<file path="src/rtl/ring_buf_pkg.sv">
// Shared defaults for the ring buffer: entry geometry, depth,
// and the helper that sizes the occupancy counter.
package ring_buf_pkg;

   localparam int DEF_WIDTH    = 32;
   localparam int DEF_CHANNELS = 2;
   localparam int DEF_DEPTH    = 4;

   // Counter must hold 0..depth inclusive, hence one extra bit.
   function automatic int cnt_w(input int depth);
      return $clog2(depth) + 1;
   endfunction

endpackage

</file>
<file path="src/rtl/ring_buf_reg_if.sv">
// Storage bus between the pointer logic and the entry memory.
// master: we/waddr/wdata/raddr out, rdata in; slave: the reverse.
interface ring_buf_reg_if #(
   parameter int DW = 64,
   parameter int AW = 2
);

   logic          we;
   logic [AW-1:0] waddr;
   logic [DW-1:0] wdata;
   logic [AW-1:0] raddr;
   logic [DW-1:0] rdata;

   modport master (
      output we, waddr, wdata, raddr,
      input  rdata
   );

   modport slave (
      input  we, waddr, wdata, raddr,
      output rdata
   );

endinterface

</file>
<file path="src/rtl/ring_buf_mem.sv">
// Entry storage: DEPTH x DW, one synchronous write, one async read.
// Ports: clk, bus (slave side of the storage bus). No reset.
module ring_buf_mem #(
   parameter int DW    = 64,
   parameter int DEPTH = 4
) (
   input logic            clk,
   ring_buf_reg_if.slave  bus
);

   logic [DW-1:0] mem [DEPTH];

   always_ff @(posedge clk) begin
      if (bus.we) mem[bus.waddr] <= bus.wdata;
   end

   assign bus.rdata = mem[bus.raddr];

endmodule

</file>
<file path="src/rtl/ring_buf_reg.sv">
// Ring buffer with show-ahead head, sticky error flags, optional
// drop-oldest mode. Ports: Clk, Reset (async low), write/in_data,
// read, clear_err, out_data, flag, full, count, overflow, underflow.
module ring_buf_reg
   import ring_buf_pkg::*;
#(
   parameter int WIDTH     = DEF_WIDTH,
   parameter int CHANNELS  = DEF_CHANNELS,
   parameter int DEPTH     = DEF_DEPTH,
   parameter int OVERWRITE = 0
) (
   input  logic                        Clk,
   input  logic                        Reset,
   input  logic                        write,
   input  logic [CHANNELS*WIDTH-1:0]   in_data,
   input  logic                        read,
   input  logic                        clear_err,
   output logic [CHANNELS*WIDTH-1:0]   out_data,
   output logic                        flag,
   output logic                        full,
   output logic [$clog2(DEPTH):0]      count,
   output logic                        overflow,
   output logic                        underflow
);

   localparam int DW = CHANNELS * WIDTH;
   localparam int AW = $clog2(DEPTH);
   localparam int CW = cnt_w(DEPTH);

   logic [AW-1:0] wp;
   logic [AW-1:0] rp;
   logic [CW-1:0] cnt;

   logic is_empty;
   logic is_full;
   logic ow;
   logic push;
   logic pop;
   logic drop;
   logic adv_rp;
   logic ovf_set;
   logic unf_set;

   ring_buf_reg_if #(.DW(DW), .AW(AW)) bus ();

   ring_buf_mem #(
      .DW    (DW),
      .DEPTH (DEPTH)
   ) u_mem (
      .clk (Clk),
      .bus (bus)
   );

   // Status comes only from registered count.
   assign is_empty = (cnt == '0);
   assign is_full  = (cnt == CW'(DEPTH));
   assign ow       = (OVERWRITE != 0);

   // A push at full proceeds if a pop frees the slot in the
   // same edge, or if drop-oldest mode evicts the head.
   assign push    = write & (~is_full | read | ow);
   assign pop     = read & ~is_empty;
   assign drop    = write & ~read & is_full & ow;
   assign adv_rp  = pop | drop;
   assign ovf_set = write & ~read & is_full;
   assign unf_set = read & is_empty;

   assign bus.we    = push;
   assign bus.waddr = wp;
   assign bus.wdata = in_data;
   assign bus.raddr = rp;

   // Stale storage is masked while empty, including under reset.
   assign out_data = is_empty ? '0 : bus.rdata;
   assign flag     = ~is_empty;
   assign full     = is_full;
   assign count    = cnt;

   always_ff @(posedge Clk or negedge Reset) begin
      if (!Reset) begin
         wp        <= '0;
         rp        <= '0;
         cnt       <= '0;
         overflow  <= 1'b0;
         underflow <= 1'b0;
      end else begin
         if (push)   wp <= wp + AW'(1);
         if (adv_rp) rp <= rp + AW'(1);
         unique case ({push, adv_rp})
            2'b10:   cnt <= cnt + CW'(1);
            2'b01:   cnt <= cnt - CW'(1);
            default: cnt <= cnt;
         endcase
         // A fresh error wins over a simultaneous clear.
         overflow  <= ovf_set | (overflow  & ~clear_err);
         underflow <= unf_set | (underflow & ~clear_err);
      end
   end

endmodule

</file>
<file path="config.mk">
export PLATFORM = sky130hd
export DESIGN_NAME = ring_buf_reg
export DESIGN_NICKNAME = d
export VERILOG_FILES = /design/src/rtl/ring_buf_pkg.sv /design/src/rtl/ring_buf_reg_if.sv /design/src/rtl/ring_buf_mem.sv /design/src/rtl/ring_buf_reg.sv
export SDC_FILE = /design/constraint.sdc
export NUM_CORES = 1
export LEC_CHECK = 0
export BUFFER_PORTS_ARGS = -buffer_cell sky130_fd_sc_hd__buf_2
export CAP_MARGIN = 5
export CORE_MARGIN = 2
export CORE_UTILIZATION = 45
export CTS_CLUSTER_DIAMETER = 30
export CTS_CLUSTER_SIZE = 28
export DETAILED_ROUTE_END_ITERATION = 6
export PLACE_DENSITY_LB_ADDON = 0.12
export SETUP_SLACK_MARGIN = 0.1
export SYNTH_ARGS = -nofsm -noshare
export SYNTH_HDL_FRONTEND = slang
export SYNTH_HIERARCHICAL = 1
export SYNTH_SLANG_ARGS = --single-unit
</file>
<file path="constraint.sdc">
create_clock -name Clk -period 7.5 [get_ports Clk]
set_input_delay 0 -clock Clk [delete_from_list [all_inputs] [get_ports Clk]]
set_output_delay 0 -clock Clk [all_outputs]
set_load 0.05 [all_outputs]
</file>
==> key figures, run 1 <==
Placed design
  – Pre-CTS WS: about 4.8 ns
  – RePlAce Congestion: 0.690
  – Port bufs: 139
  – DPL Wire Length: ~11000 um
  – Placed cell area: 0.0111 mm2

Floorplanning
  – Total die area: about 0.024 mm2
  – Die width: ~150 um
  – Total core area: ~0.023 mm2
  – Height of the die: around 150 um
  – Row Count: 55
  – Effective utilization at floorplan: 45.4%
  – I/O Pins: 140

Logic synthesis
  – Synth Net Count: about 520
  – Synth top area share: about three quarters
  – Syn_area_per_cell: ~23 um2
  – Ranking of synthesized cells by area: edfxtp_1 75%, mux4_2 13%, and2_1 4.0%
  – Synth async-reset ratio: under 10%
  – Synthesized instance count: 445
  – Yosys warns: 6
  – Sequential area share after synthesis: 77.4%
  – EDFF count, synth: ~260
  – Yosys cell types: 27
  – Post-Syn Area: slightly above 0.01 mm2
  – FF+latch count, synth: around 270
  – Top FF cell, synth: edfxtp_1
  – Top cell type by total area after synthesis: edfxtp_1

CTS
  – Num CTS Buffers: 50
  – Clk buf depth: 3
  – # resized after CTS: 0
  – # H-tree levels: 2
  – Clock sinks: roughly 270
  – Clock tree from TritonCTS: done
  – Clk_lat worst skew: around 0.53 ns
  – Clk pin slew, worst setup/hold paths: about 0.05 ns
  – Cell chosen for the clock root: clkbuf_16

Global routing
  – Grt ovf: 0
  – Pin count of the biggest net entering global routing: 69
  – First-pass GRT wire length: about 31000 um
  – Initial antenna violation count: 1
  – Total global-route track usage: ~17%
  – Number of global-route vias before repair: approximately 5700

Routing
  – Antenna Violating Nets Remaining: 0
  – WL/cell: 19.7 um
  – Avg Vias per Cell: between 5 and 6
  – First drt pass iteration count: 4
  – DR DRC count: 0
  – DRT iter0 DRCs: between 200 and 250
  – Vias after detailed routing: between 5000 and 6000
  – DRT Wirelength: 20000 um

STA
  – Post-route clock period utilization: between 40 and 50%
  – Final Critical Period: about 3.1 ns
  – Slew @ Worst Pin: around 1.1 ns
  – Final hold viol count: 0
  – Worst setup margin: 4.39 ns
  – Final setup viols: 0
  – Fin. max-slew vios: 0
  – Fmax: between 0.3 and 0.4 GHz
  – RSZ-0062 raised after global routing: false
  – Setup TNS: 0 ns
  – Worst slew margin: 28.7%
  – Final setup skew: about 0.013 ns

Power and ir drop
  – PD cells: a little under 500 mW/mm2
  – VDD IR max: 374 uV
  – LEAKAGE: approximately 4.8 nW

Min path
  – Worst Hold Path EP: u_mem/mem[2][49]
  – Hold depth: 2
  – Hold crit path type: in -> reg
  – Hold_sp: in_data[49]

Setup path
  – Type of the worst setup path: reg -> out
  – Element type at the critical path end: output pin
  – Max FO, Critical Path: 37
  – Worst R2R End: count[2]
  – Startpoint Class: flip-flop
  – Worst r2r src: count[0]
  – Reg2Reg Setup Slack: ~5.0 ns
  – Data required time of the critical path: around 7.5 ns
  – CP arrival: just over 3 ns
  – R2r worst-path depth: 8

Cells and area
  – P&R area growth vs syn: 31.0%
  – Fin nets: ~760
  – Share of layout cells above drive strength 1: between 30% and 40%
  – Final Cell Area: approximately 0.013 mm2

Status
  – Outcome: complete, no violations

Flow run
  – Maximum Capacitance Violations: 0
cell usage in the layout (no fill, tap or decap), types with 2 or more instances in the layout:
cell,n
edfxtp_1,256
clkinv_2,9
buf_4,5
clkbuf_1,10
xor2_1,3
dfrtp_4,2
mux4_2,60
clkinv_4,2
buf_2,139
clkinvlp_4,4
clkinv_1,9
inv_1,8
xnor2_1,4
inv_6,5
bufinv_16,3
mux4_1,4
clkbuf_16,50
dfrtp_1,7
and2_1,65
and3b_4,2
dlygate4sd3_1,71
state kept, by name (all words and copies together) (netlist names):
name       flops
u_mem/mem    256
count          3
bus.raddr      2
bus.waddr      2
overflow       1
underflow      1
Yosys cell counts (2+ instances only):
cell type	instances
buf_6	5
buf_12	6
inv_1	8
buf_2	6
edfxtp_1	256
xor2_1	3
mux4_2	60
xnor2_1	4
and2_1	65
and3b_1	2
dfrtp_1	9
mux4_1	4
clkbuf_1	3
metrics by stage:
step | power [mW] | util (%) | hold WS (ns) | cells
after floorplan | 4.06 | - | -0.296 | 445
after global placement | 4.54 | 49.4 | -0.140 | 853
after detailed placement | 4.56 | 49.4 | -0.132 | 853
after CTS | 6.64 | 59.5 | 0.182 | 1017
after global routing | 6.84 | 59.5 | 0.217 | 1018
final | 6.54 | 59.5 | 0.222 | 1018
worst max-delay path by stage:
stage / endpoint / from / cells past startpoint
5_1_grt: out_data[63] / bus.raddr[0] / 4
4_1_cts: out_data[63] / bus.raddr[0] / 4
6_report: out_data[63] / bus.raddr[0] / 4
2_1_floorplan: u_mem/mem[0][0] / count[0] / 4
3_5_place_dp: out_data[63] / bus.raddr[0] / 4
3_3_place_gp: out_data[63] / bus.raddr[0] / 4
cell families (layout without fill, tap and decap cells):
| family | count (synthesis) | after routing | share of synthesized area, % |
|---|---|---|---|
| flip-flops | 265 | 265 | 77.4 |
| AND/OR/NAND/NOR | 73 | 73 | 4.56 |
| multiplexers | 65 | 65 | 14.3 |
| buffers and inverters | 29 | 316 | 2.47 |
| XOR/XNOR | 7 | 7 | 0.600 |
| AO/OA/AOI/OAI | 4 | 4 | 0.318 |
| adder cells (fa/ha/maj) | 2 | 2 | 0.318 |
| other | 0 | 1 | 0 |
worst max-delay path, stage by stage, from the launching register on:
cell,delay (ns)
dfrtp_4,0.82
buf_4,0.71
mux4_1,0.65
and2_1,0.15
buf_2,0.21
power breakdown:
part | internal, mW | switching (mW) | leakage [nW]
Clock | 1.33 | 0.697 | 0.758
Sequential | 1.96 | 0.195 | 2.46
Combinational | 0.762 | 1.60 | 1.58
layer usage:
| metal | GRT usage, % | vias to the layer above | wire length [um] |
|---|---|---|---|
| met5 | 0 | - | 0 |
| met2 | 28.8 | 127 | 9990 |
| met4 | 5.51 | 0 | 398 |
| met1 | 21.9 | 2676 | 8670 |
| met3 | 4.68 | 37 | 984 |
| li1 | - | 2325 | - |
timing repair:
item / 4_1_cts / 5_1_grt
hold endpoints to repair: 272 / 0
hold buffers: 71 / 0
setup buffers: 0 / 0
area by class of cell:
class | instances | area (um2)
fillers | 1715 | 9110
well taps | 285 | 357
inverters | 8 | 30.0
multi-input cells | 151 | 2080
flip-flops and latches | 265 | 7920
diodes | 1 | 2.50
repair buffers | 215 | 1440
clock buffers | 60 | 1290
clock inverters | 33 | 277
Power figures use the tool's default switching activity.
==> inputs of run 2 (changes only) <==
- ABC_AREA: unset -> 1
- clock period: 7.5 -> 2.6 ns (I/O delays scaled with it)
==> run 2 against run 1 <==
Power increased to 3.3 times the previous value. Sequential cell count unchanged. Highest routed layer unchanged. Combinational power increased to 3.8 times the previous value. Critical endpoint is now out_data[14]. Sequential share of layout area decreased by 8.5 points.
==> key figures, run 2 <==
Cells and area
  – P&R area growth vs syn: 32.0%
  – Share of layout cells above drive strength 1: 19.0% (-20 points)
  – Fin nets: 1516 (+99%)
  – Leading cell types in the layout, fill and taps excluded: 336 x inv_1, 335 x nand2_1, 256 x edfxtp_1
  – Reg with most FFs: u_mem/mem
  – Commonest non-fill, non-tap cell in the layout: inv_1
  – Final std cells w/o fill: 1828 (+80%)
  – Fillers: 2167 (+26%)
  – Number of flip-flops under the largest register name: 256 (unchanged)

STA
  – Setup TNS: 0 ns (unchanged)
  – Fin. max-slew vios: 0 (unchanged)
  – Final setup skew: 0.0185 ns (+0.00589 ns)
  – RSZ-0062 raised after global routing: false
  – Slew @ Worst Pin: 0.738 ns (-0.332 ns)
  – Final hold viol count: 0 (unchanged)
  – Fmax: between 0.4 and 0.5 GHz
  – Final Critical Period: 2.34 ns
  – Worst slew margin: 50.7% (+22 points)
  – Final setup viols: 0 (unchanged)
  – Post-route clock period utilization: between 80 and 90%

Routing
  – Vias after detailed routing: 8166 (+58%)
  – DRT iter0 DRCs: 452 (+84%)
  – DRT Wirelength: 25600 um (+28%)
  – Avg Vias per Cell: 4.47 (-12%)
  – DR DRC count: 0 (unchanged)
  – First drt pass iteration count: 5 (+1)
  – WL/cell: 14.0 um (-29%)
  – Antenna Violating Nets Remaining: 0 (unchanged)

Logic synthesis
  – Yosys warns: 6 (unchanged)
  – Top FF cell, synth: edfxtp_1
  – Yosys cell types: 26 (-3.7%)
  – Top cell type by total area after synthesis: edfxtp_1
  – EDFF count, synth: 256 (unchanged)
  – Syn_area_per_cell: 9.87 um2 (-57%)
  – FF+latch count, synth: 265 (unchanged)
  – Synth top area share: 64.8% (-10 points)
  – Synth top cells by count: 338 x inv_1, 336 x nand2_1, 256 x edfxtp_1
  – Ranking of synthesized cells by area: edfxtp_1 65%, inv_1 11%, nand2_1 11%
  – Post-Syn Area: 0.0119 mm2 (+16%)
  – Most numerous cell in the Yosys netlist: inv_1
  – Synthesized instance count: 1202 (+170%)
  – Synth async-reset ratio: 3.40% (unchanged)
  – Sequential area share after synthesis: 66.7% (-11 points)
  – Synth Net Count: 1273 (+150%)

Setup path
  – Crit path from: bus.raddr[1]
  – Reg2Reg Setup Slack: 0.64 ns (-4.40 ns)
  – Critical Path Slowest Stage Cell: dfrtp_2
  – Data required time of the critical path: 2.60 ns (-4.90 ns)
  – CP arrival: 2.34 ns (-0.77 ns)
  – CP max stage delay: 0.42 ns (-0.40 ns)
  – R2r worst-path depth: 7 (-1)
  – Element type at the critical path end: output pin
  – Worst R2R End: u_mem/mem[1][26]
  – Startpoint Class: flip-flop
  – Worst r2r src: count[0]
  – Max FO, Critical Path: 21 (-43%)
  – Type of the worst setup path: reg -> out
  – Critical Path, Cell by Cell: inv_2, buf_4, nand3_1, nand2_1, inv_1, nor2_1, buf_2

Power and ir drop
  – Internal cell power: 12.6 mW (+210%)
  – Sequential share of power: 26.5% (-6.4 points)
  – Psw: 9.28 mW (+270%)
  – LEAKAGE: 7.52 nW (+57%)
  – Switching share of power: 42.5% (+4.4 points)
  – Tot Pwr: 21.9 mW (+230%)
  – PD cells: 1400 mW/mm2 (+190%)
  – Clock power share: 31.9% (+1.0 points)
  – VDD IR max: 1020 uV (+170%)
  – Comb power frac: 41.6% (+5.5 points)

CTS
  – Clk pin slew, worst setup/hold paths: 0.05 ns (about the same)
  – # resized after CTS: 0 (unchanged)
  – Clk buf depth: 3 (unchanged)
  – Num CTS Buffers: 56 (+12%)
  – Clock tree from TritonCTS: done
  – Clk_lat worst skew: 0.55 ns (+0.02 ns)
  – Cell chosen for the clock root: clkbuf_16
  – Clock sinks: 265 (unchanged)
  – # H-tree levels: 2 (unchanged)

Global routing
  – First-pass GRT wire length: 42000 um (+35%)
  – Initial antenna violation count: 1 (unchanged)
  – Number of global-route vias before repair: 8252 (+44%)
  – Pin count of the biggest net entering global routing: 67 (-2.9%)
  – Total global-route track usage: 18.9% (+1.7 points)
  – Grt ovf: 0 (unchanged)

Min path
  – Worst Hold Path EP: u_mem/mem[2][6]
  – Hold depth: 2 (unchanged)
  – Hold_sp: in_data[6]
  – Hold crit path type: in -> reg

Floorplanning
  – I/O Pins: 140 (unchanged)
  – Total core area: 0.0260 mm2 (+15%)
  – Effective utilization at floorplan: 45.6% (+0.20 points)
  – Total die area: 0.0277 mm2 (+16%)
  – Row Count: 59 (+7.3%)
  – Die width: 166 um (+7.5%)
  – Height of the die: 166 um (+7.5%)

Placed design
  – RePlAce Congestion: 0.764 (+11%)
  – DPL Wire Length: 14000 um (+31%)
  – Placed insts: 1651 (+94%)
  – Port bufs: 139 (unchanged)

Status
  – Outcome: complete, no violations

Flow run
  – Maximum Capacitance Violations: 0 (unchanged)
==> run 2: per-layer routing <==
| metal | GRT usage, % | up-vias | part of all wire, % |
|---|---|---|---|
| met1 | 24.5 | 3760 | 45 |
| met4 | 5.36 | 0 | 1.8 |
| li1 | - | 4183 | - |
| met3 | 3.77 | 43 | 4.6 |
| met2 | 32.4 | 180 | 49 |
| met5 | 0 | - | 0 |
==> run 2: cell type report <==
class / count / area [um2] / share of cell area (%)
Tap cell: 335 / 419 / 2.68
Clock inverter: 41 / 442 / 2.82
Timing Repair Buffer: 232 / 1720 / 11.0
Multi-Input combinational cell: 549 / 2400 / 15.3
Clock buffer: 64 / 1450 / 9.28
Inverter: 341 / 1290 / 8.26
Antenna cell: 1 / 2.50 / 0.0160
Sequential cell: 265 / 7920 / 50.6
==> run 2: power groups by stage <==
stage | sequential [mW] | clock [mW] | combinational, mW
finish | 5.80 | 6.97 | 9.08
global route | 5.87 | 7.31 | 9.95
CTS | 5.83 | 7.10 | 9.15
detailed placement | 5.91 | 0 | 9.01
global placement | 5.88 | 0 | 8.99
floorplan | 5.95 | 0 | 6.87
==> run 2: what timing repair did <==
| action | CTS | global route |
|---|---|---|
| endpoints found under the setup margin | 0 | 1 |
| hold buffers | 70 | 0 |
| hold endpoints to repair | 272 | 0 |
| buffers inserted | 0 | 1 |
==> run 2: cell families (layout without fill, tap and decap cells) <==
logic type,count (synthesis),after routing,share of synthesized area (%)
AND/OR/NAND/NOR,541,541,19.2
adder cells (fa/ha/maj),2,2,0.274
XOR/XNOR,2,2,0.148
flip-flops,265,265,66.7
AO/OA/AOI/OAI,4,4,0.190
other,0,1,0
buffers and inverters,388,678,13.5
==> run 2: critical path: cells and delay by family (launching register included) <==
kind | cells | cell delay (ns)
buf+inv | 4 | 1.00
simple gates | 3 | 0.34
flops | 1 | 0.42
==> run 2: how the worst max path moves through the flow <==
stage,end,slack [ns],depth (start not counted)
6_report,out_data[14],0.26,7
5_1_grt,out_data[14],0.18,7
4_1_cts,out_data[13],0.22,8
3_5_place_dp,u_mem/mem[1][26],0.60,7
3_3_place_gp,u_mem/mem[1][27],0.64,7
2_1_floorplan,u_mem/mem[0][0],-0.35,6
==> run 2: per-stage QoR <==
stage / utilization (%) / hold slack [ns] / instance area [um2] / setup slack, ns
detailed placement: 50.2 / -0.136 / 13000 / 0.599
CTS: 60.2 / 0.193 / 15600 / 0.217
finish: 60.2 / 0.212 / 15700 / 0.261
floorplan: - / -0.296 / 11900 / -0.347
global route: 60.2 / 0.203 / 15700 / 0.180
global placement: 50.2 / -0.135 / 13000 / 0.641
==> inputs of run 3 (changes only) <==
==> constraint.sdc (replaced) <==
create_clock -name Clk -period 2.6 [get_ports Clk]
set_input_delay 0.26 -clock Clk [delete_from_list [all_inputs] [get_ports Clk]]
set_output_delay 0.26 -clock Clk [all_outputs]
set_load 0.05 [all_outputs]
==> run 3 against run 2 <==
Clock power increased by 3.2%. Cell count decreased by 0.33%. Non-clock buffer count decreased by 6. Count of clock-buffer cells in the layout decreased by 1. Combinational power increased by 1%. Utilization increased by 0.096 points.
==> key figures, run 3 (synthesis results as in run 2) <==
Status
  – Outcome: complete, no violations

STA
  – Fmax: 0.417 GHz (-2.5%)
  – Final setup skew: 0.0184 ns (-0.0000153 ns)
  – RSZ-0062 raised after global routing: true
  – Worst slew margin: 63.4% (+13 points)
  – Slew @ Worst Pin: 0.550 ns (-0.188 ns)
  – Final Critical Period: 2.40 ns (+0.0593 ns)
  – Final setup viols: 0 (unchanged)
  – Fin Hold WS: 0.0989 ns (-0.113 ns)
  – Final hold viol count: 0 (unchanged)
  – Worst setup margin: 0.201 ns (-0.0593 ns)
  – Post-route clock period utilization: 92.3% (+2.3 points)
  – Fin. max-slew vios: 0 (unchanged)

Setup path
  – Data required time of the critical path: 2.34 ns (-0.26 ns)
  – CP arrival: 2.14 ns (-0.20 ns)
  – Element type at the critical path end: output pin
  – Worst r2r src: count[1]
  – Type of the worst setup path: reg -> out
  – Crit path from: bus.raddr[0]
  – R2r worst-path depth: 7 (unchanged)
  – Startpoint Class: flip-flop
  – Max FO, Critical Path: 74 (+250%)

Routing
  – DRT iter0 DRCs: 354 (-22%)
  – Antenna Violating Nets Remaining: 0 (unchanged)
  – Avg Vias per Cell: 4.51 (+0.88%)
  – WL/cell: 14.1 um (+1.1%)
  – DRT Wirelength: 25800 um (+0.76%)
  – First drt pass iteration count: 5 (unchanged)
  – Vias after detailed routing: 8211 (+0.55%)
  – DR DRC count: 0 (unchanged)

Power and ir drop
  – Switching share of power: 42.1% (-0.37 points)
  – Clock power share: 32.4% (+0.5 points)
  – VDD IR max: 1050 uV (+3.0%)
  – Internal cell power: 12.8 mW (+2.0%)
  – LEAKAGE: 7.51 nW (-0.12%)
  – Psw: 9.33 mW (+0.48%)
  – Sequential share of power: 26.1% (-0.4 points)
  – Comb power frac: 41.5% (about the same)
  – PD cells: 1410 mW/mm2 (+1.2%)

CTS
  – Clk pin slew, worst setup/hold paths: 0.04 ns (about the same)
  – Num CTS Buffers: 58 (+3.6%)
  – Cell chosen for the clock root: clkbuf_16
  – Clk buf depth: 3 (unchanged)
  – Clock sinks: 265 (unchanged)
  – Clock tree from TritonCTS: done
  – Post-CTS setup repair buffer count: 0 (unchanged)
  – # H-tree levels: 2 (unchanged)
  – Clk_lat worst skew: 0.55 ns (about the same)

Placed design
  – Pre-CTS WS: 0.572 ns (-0.0273 ns)
  – Port bufs: 139 (unchanged)
  – RePlAce Congestion: 0.703 (-8.0%)
  – DPL Wire Length: 13400 um (-4.6%)

Cells and area
  – Number of flip-flops under the largest register name: 256 (unchanged)
  – P&R area growth vs syn: 32.2%
  – Fillers: 2150 (-0.78%)
  – Commonest non-fill, non-tap cell in the layout: inv_1
  – Share of layout cells above drive strength 1: 18.7% (-0.27 points)
  – Antenna Cells: 0 (-1)
  – Leading cell types in the layout, fill and taps excluded: 336 x inv_1, 335 x nand2_1, 256 x edfxtp_1
  – Reg with most FFs: u_mem/mem
  – Fin nets: 1512 (-0.26%)

Floorplanning
  – Row Count: 59 (unchanged)
  – Total core area: 0.0260 mm2 (unchanged)
  – Effective utilization at floorplan: 45.6% (unchanged)
  – I/O Pins: 140 (unchanged)
  – Height of the die: 166 um (unchanged)
  – Total die area: 0.0277 mm2 (unchanged)
  – Die width: 166 um (unchanged)

Global routing
  – Initial antenna violation count: 0 (-1)
  – Grt ovf: 0 (unchanged)
  – Total global-route track usage: 18.8% (-0.13 points)
  – First-pass GRT wire length: 41500 um (-1.3%)
  – Pin count of the biggest net entering global routing: 75 (+12%)
  – Number of global-route vias before repair: 8187 (-0.79%)

Min path
  – Hold crit path type: in -> async

Flow run
  – Maximum Capacitance Violations: 0 (unchanged)
[run 3: repair_timing]
item,CTS,global route
endpoints found under the setup margin,48,45
gates resized for setup,7,13
endpoints found under the hold margin,269,0
hold buffers,69,0
gates cloned,0,1
[run 3: metrics by stage]
step                total power, mW  instance area (um2)  TNS [ns]  util [%]  instances
detailed placement             14.8                12900         0      49.8       1646
CTS                            22.3                15600         0      60.1       1821
floorplan                      12.8                11900    -77.60         -       1202
global placement               14.8                12900         0      49.8       1646
global route                   23.4                15700         0      60.3       1822
finish                         22.2                15700         0      60.3       1822
[run 3: final timing paths]
check	slack, ns	endpoint
setup / recovery	0.20	out_data[39]
hold / removal	0.1	overflow
setup reg to reg	0.64	u_mem/mem[0][12]
min in group Clk	0.46	u_mem/mem[0][7]
max in group asynchronous	2.29	bus.raddr[0]
hold reg to reg	0.52	count[2]
[run 3: critical path: stages, from the launching register on]
cell	delay, ns
dfrtp_4	0.51
buf_8	0.27
nand2_1	0.13
nand3_1	0.08
nand2_1	0.08
inv_1	0.04
nor2_1	0.15
buf_2	0.29
[run 3: metal layers]
metal	track usage, %	vias to the layer above	wire (um)
met4	6.67	0	571
met5	0	-	0
met3	3.43	46	1270
met2	33.0	206	12700
li1	-	4172	-
met1	23.3	3787	11200
[run 3: area by class of cell]
type / instances / area, um2 / area share (%)
well taps: 335 / 419 / 2.67
flip-flops and latches: 265 / 7920 / 50.5
repair buffers: 226 / 1680 / 10.7
clock buffers: 63 / 1490 / 9.51
clock inverters: 43 / 468 / 2.99
multi-input cells: 549 / 2400 / 15.3
inverters: 341 / 1300 / 8.28
[run 3: power groups by stage]
stage	clock network [mW]	registers, mW	logic, mW
after detailed placement	0	5.85	8.99
after global routing	7.55	5.85	10.0
after global placement	0	5.83	8.96
final	7.19	5.78	9.19
after CTS	7.32	5.78	9.16
after floorplan	0	5.95	6.87
